--- src/rtl/eth_tx_frame_arbiter.sv ---
// Frame-granular round-robin arbiter for the Ethernet TX AXI-Stream path, with a
// per-grant stall watchdog that aborts a stuck frame and drains its remainder.
module eth_tx_frame_arbiter #(
    parameter int NUM_SRC    = 3,
    parameter int DATA_WIDTH = 32,
    parameter int TIMEOUT    = 255
) (
    input  logic                          aclk,
    input  logic                          areset,
    input  logic [NUM_SRC*DATA_WIDTH-1:0] s_axis_tdata,
    input  logic [NUM_SRC-1:0]            s_axis_tvalid,
    input  logic [NUM_SRC-1:0]            s_axis_tlast,
    output logic [NUM_SRC-1:0]            s_axis_tready,
    output logic [DATA_WIDTH-1:0]         m_axis_tdata,
    output logic                          m_axis_tvalid,
    output logic                          m_axis_tlast,
    output logic                          m_axis_tuser,
    input  logic                          m_axis_tready,
    output logic [$clog2(NUM_SRC)-1:0]    grant_id,
    output logic                          busy,
    output logic [15:0]                   abort_cnt
);

    // A beat moves on every cycle where valid and ready are both high; valid never
    // waits on ready, and a source holds tvalid/tdata/tlast stable until accepted.

    localparam int GW = $clog2(NUM_SRC);
    localparam logic [15:0] STALL_LIM = 16'(TIMEOUT - 1);

    typedef enum logic [1:0] {IDLE, XFER, ABORT, DRAIN} state_t;

    state_t                state;
    logic [GW-1:0]         rr_ptr;
    logic [15:0]           stall_cnt;
    logic [GW-1:0]         pick;
    logic [GW-1:0]         nxt_ptr;
    logic [DATA_WIDTH-1:0] g_data;
    logic                  g_valid;
    logic                  g_last;

    // Walk the offsets from farthest to nearest so the nearest requester wins.
    always_comb begin
        pick = rr_ptr;
        for (int k = NUM_SRC - 1; k >= 0; k--) begin
            if (s_axis_tvalid[(int'(rr_ptr) + k) % NUM_SRC]) begin
                pick = GW'((int'(rr_ptr) + k) % NUM_SRC);
            end
        end
    end

    always_comb begin
        g_data  = '0;
        g_valid = 1'b0;
        g_last  = 1'b0;
        for (int i = 0; i < NUM_SRC; i++) begin
            if (grant_id == GW'(i)) begin
                g_data  = s_axis_tdata[i*DATA_WIDTH +: DATA_WIDTH];
                g_valid = s_axis_tvalid[i];
                g_last  = s_axis_tlast[i];
            end
        end
    end

    assign nxt_ptr = (grant_id == GW'(NUM_SRC - 1)) ? '0 : grant_id + 1'b1;

    always_comb begin
        m_axis_tdata  = '0;
        m_axis_tvalid = 1'b0;
        m_axis_tlast  = 1'b0;
        m_axis_tuser  = 1'b0;
        s_axis_tready = '0;
        case (state)
            XFER: begin
                m_axis_tdata            = g_data;
                m_axis_tvalid           = g_valid;
                m_axis_tlast            = g_last;
                s_axis_tready[grant_id] = m_axis_tready;
            end
            ABORT: begin
                m_axis_tvalid = 1'b1;
                m_axis_tlast  = 1'b1;
                m_axis_tuser  = 1'b1;
            end
            DRAIN: s_axis_tready[grant_id] = 1'b1;
            default: ;
        endcase
    end

    always_ff @(posedge aclk) begin
        if (areset) begin
            state     <= IDLE;
            rr_ptr    <= '0;
            grant_id  <= '0;
            stall_cnt <= '0;
            abort_cnt <= '0;
            busy      <= 1'b0;
        end else begin
            case (state)
                IDLE: begin
                    if (|s_axis_tvalid) begin
                        grant_id  <= pick;
                        stall_cnt <= '0;
                        state     <= XFER;
                        busy      <= 1'b1;
                    end
                end
                XFER: begin
                    // Only a missing source beat is a stall; sink backpressure is not.
                    if (g_valid) begin
                        stall_cnt <= '0;
                        if (m_axis_tready && g_last) begin
                            rr_ptr <= nxt_ptr;
                            state  <= IDLE;
                            busy   <= 1'b0;
                        end
                    end else begin
                        stall_cnt <= stall_cnt + 1'b1;
                        if (stall_cnt == STALL_LIM) begin
                            state <= ABORT;
                        end
                    end
                end
                ABORT: begin
                    if (m_axis_tready) begin
                        if (abort_cnt != 16'hFFFF) begin
                            abort_cnt <= abort_cnt + 16'd1;
                        end
                        state <= DRAIN;
                    end
                end
                DRAIN: begin
                    if (g_valid && g_last) begin
                        rr_ptr <= nxt_ptr;
                        state  <= IDLE;
                        busy   <= 1'b0;
                    end
                end
                default: begin
                    state <= IDLE;
                    busy  <= 1'b0;
                end
            endcase
        end
    end

endmodule

--- config.mk ---
export PLATFORM = sky130hd
export DESIGN_NAME = eth_tx_frame_arbiter
export DESIGN_NICKNAME = d
export VERILOG_FILES = /design/src/rtl/eth_tx_frame_arbiter.sv
export SDC_FILE = /design/constraint.sdc
export NUM_CORES = 1
export LEC_CHECK = 0
export ABC_AREA = 0
export CAP_MARGIN = 20
export CORE_MARGIN = 3
export CORE_UTILIZATION = 44
export DETAILED_ROUTE_END_ITERATION = 16
export HOLD_SLACK_MARGIN = 0.06
export PLACE_DENSITY = 0.87
export SYNTH_ARGS = -nofsm -noshare
export SYNTH_HDL_FRONTEND = slang
export SYNTH_SLANG_ARGS = --single-unit
--- constraint.sdc ---
create_clock -name aclk -period 5.9 [get_ports aclk]
set_input_delay 0.885 -clock aclk [delete_from_list [all_inputs] [get_ports aclk]]
set_output_delay 0.885 -clock aclk [all_outputs]
set_load 0.02 [all_outputs]
==> reports/summary.txt <==
Status -> completed
Die X-Extent -> 91.39 microns
Peak VDD IR -> 148.2 uV
Via count -> 3492
Commonest cells after routing, fill and taps aside -> 161 x clkdlybuf4s50_1, 53 x nand2_1, 41 x o21ai_0
Tcrit/Tclk final -> 0.6326
Diode count -> 0
Worst hold start -> rr_ptr[0]
R2r setup slk -> 3390 ps
Final Skew -> 5.796 ps
Achievable clock frequency -> 267.9 MHz
Critical path data required time -> 5020 ps
Die area -> 8351 sq um
Post-DRT Antenna Nets -> 0
Starting DRC count in detailed routing -> 165
Mapped Nets -> 539
Max Root-Sink Buffers -> 2
Critical path's top delay family -> buffers and inverters
Max-cap viol count -> 0
Core area -> 6944 sq um
Standard-cell rows -> 30
Post-synthesis register bit count -> 39
DR DRC count -> 0
Initial Util -> 0.4620
Setup crit end kind -> output pin
R2r endpoint -> stall_cnt[10]
Highest Signal Layer -> met4
Synthesized area per cell -> 7.584 sq um
Setup TNS -> 0 ps
Worst hold-check path type -> register to register
Routability cong. -> 0.8469
GRT overflow -> 0
Final setup violation count -> 0
Fillers -> 539
PortBufs -> 161
CP Cell Sequence -> clkdlybuf4s50_1 > mux2i_1 > o2bb2ai_4 > a21oi_1 > nor2b_1 > clkdlybuf4s50_1
Placed cell area -> 4863 sq um
TritonCTS buffer count -> 5
Post-CTS Hold Fix Bufs -> 0
Global-route wire length before repair -> 16820 microns
Final instance area -> 4967 sq um
Layout cell share with drive strength beyond 1 -> 0.05263
Final Max Tran Viols -> 0
Nets@finish -> 685
Routed len/inst -> 15.60 microns
Met3 wire length -> 700 microns
Synth Cell Area -> 3208 sq um
Die height -> 91.39 microns
Critical path's slowest cell -> clkdlybuf4s50_1
Fin crit period -> 3732 ps
Initial antenna violation count -> 0
Met2 routed WL -> 5153 microns
Sequential Area -> 782.0 sq um
Yosys top cell area share -> 0.2434
Buffers & Inverters on Critical Path -> 2
Pleak -> 1.685 nW
Crit path DAT -> 2850 ps
Synth-to-Final Area Change -> 54.84%
Power Density -> 248.1 nW/um^2
Final wirelength -> 10390 microns
Actual slew at the worst max-slew pin -> 1021 ps
Worst-Skew Late Latency -> 290 ps
Unrepaired setup endpoints after global routing -> no
Sequential share of the synthesized area -> 0.2434
Worst R2R Path Depth -> 9
Top cell by count, worst path -> clkdlybuf4s50_1
Top_reg_cell synth -> dfxtp_1
Largest net degree at the start of global routing -> 41
Clock slew at reported path FFs -> 80 ps
H-tree levels -> 2
Top cells by area, synth -> dfxtp_1 24%, mux2i_1 12%, and2_1 6.8%
Post-Place Cells -> 658
Clock sink count -> 39
Post-CTS Resized -> 0
CTS root buf -> clkbuf_8
Post-synth EDFFs -> 0
Slew headroom -> 0.3175
Commonest non-fill, non-tap cell in the layout -> clkdlybuf4s50_1
Fin cells -> 666
Critical Path Source Type -> primary input
Ys Warns -> 0
Multi-input gate area -> 2275 sq um
Ports -> 162
Vias in the first global route -> 3355
GR Util All Layers -> 0.2426
Max incr delay on CP -> 680 ps
DRT Pass-1 Iters -> 4
Synth Instances -> 423
Wire length on met1 -> 4242 microns
Postcts setup bufs -> 0
WHS -> 504.0 ps
Largest area contributor in the netlist -> dfxtp_1
Vias per cell -> 5.243
Ys async rst share -> 0
Hold endpoint -> rr_ptr[0]
Setup CP Type -> primary input to output pin
Post-synth cell types -> 54
Hold Path Stages -> 2
CTS tree -> done
CP Max Fanout -> 9
Final hold violation count -> 0
Post-DP HPWL -> 8225 microns
==> worst min-delay path, stage by stage (launching register included) <==
cell,delay [ps]
dfxtp_1,350
nand2_1,60
a21oi_1,50
==> flip-flops by register name, indices dropped and copies added (netlist names), named ones only <==
| name | count |
|---|---|
| abort_cnt | 16 |
| stall_cnt | 16 |
| grant_id | 2 |
| rr_ptr | 2 |
| busy | 1 |
| state | 1 |
==> synthesized netlist by cell type, types with 5 or more instances <==
cell	number
nor2_1	38
and3_1	5
nor2b_1	8
ha_1	11
nand4_1	5
xor2_1	14
inv_1	12
o21ai_0	41
xnor2_1	9
nand3_1	7
mux2i_1	38
a21oi_1	18
nand2_1	53
nor3_1	8
or3_1	5
dfxtp_1	39
and2_1	35
clkbuf_1	16
buf_2	7
==> where the power goes <==
group	internal, mW	switching (mW)	leakage, nW
Sequential	0.276	0.0129	0.316
Clock	0.106	0.0936	0.0505
Combinational	0.355	0.389	1.32
Total	0.737	0.495	1.69
==> cell families (layout without fill, tap and decap cells) <==
family,count (synthesis),count (layout),synth area share
simple gates,188,188,0.3105
compound gates,84,84,0.1665
mux,40,40,0.1256
flops,39,39,0.2434
buf+inv,38,185,0.04836
xor+xnor,23,23,0.06279
fa+ha+maj,11,11,0.04290
==> routing by layer <==
layer  vias to the layer above  GRT usage
li1                       1748          -
met1                      1588     0.2829
met2                       136     0.4297
met3                        20    0.06131
met4                         0    0.07915
met5                         -          0
==> metrics by stage <==
step	power [mW]	util	setup WS [ps]
final	1.232	0.7153	2168
after global routing	1.313	0.7153	2100
after CTS	1.242	0.7153	2181
after detailed placement	1.039	0.7004	2158
after global placement	1.026	0.7004	2198
after floorplan	0.7342	-	3198
==> worst max path at each step <==
stage               endpoint  cells after the start  slack [ps]        startpoint
2_1_floorplan  m_axis_tvalid                      5        3200  s_axis_tvalid[0]
3_3_place_gp   m_axis_tvalid                      6        2200  s_axis_tvalid[1]
3_5_place_dp   m_axis_tvalid                      6        2160  s_axis_tvalid[0]
4_1_cts        m_axis_tvalid                      6        2180  s_axis_tvalid[1]
5_1_grt        m_axis_tvalid                      6        2100  s_axis_tvalid[1]
6_report       m_axis_tvalid                      6        2170  s_axis_tvalid[0]
==> final cells by class <==
class                           instances  share of cell area
Clock inverter                          1            0.001511
Sequential cell                        39              0.1574
Tap cell                               96             0.02418
Inverter                               12            0.009068
Clock buffer                            7             0.01940
Multi-Input combinational cell        346              0.4579
Timing Repair Buffer                  165              0.3305
(Power assumes the default switching activity.)
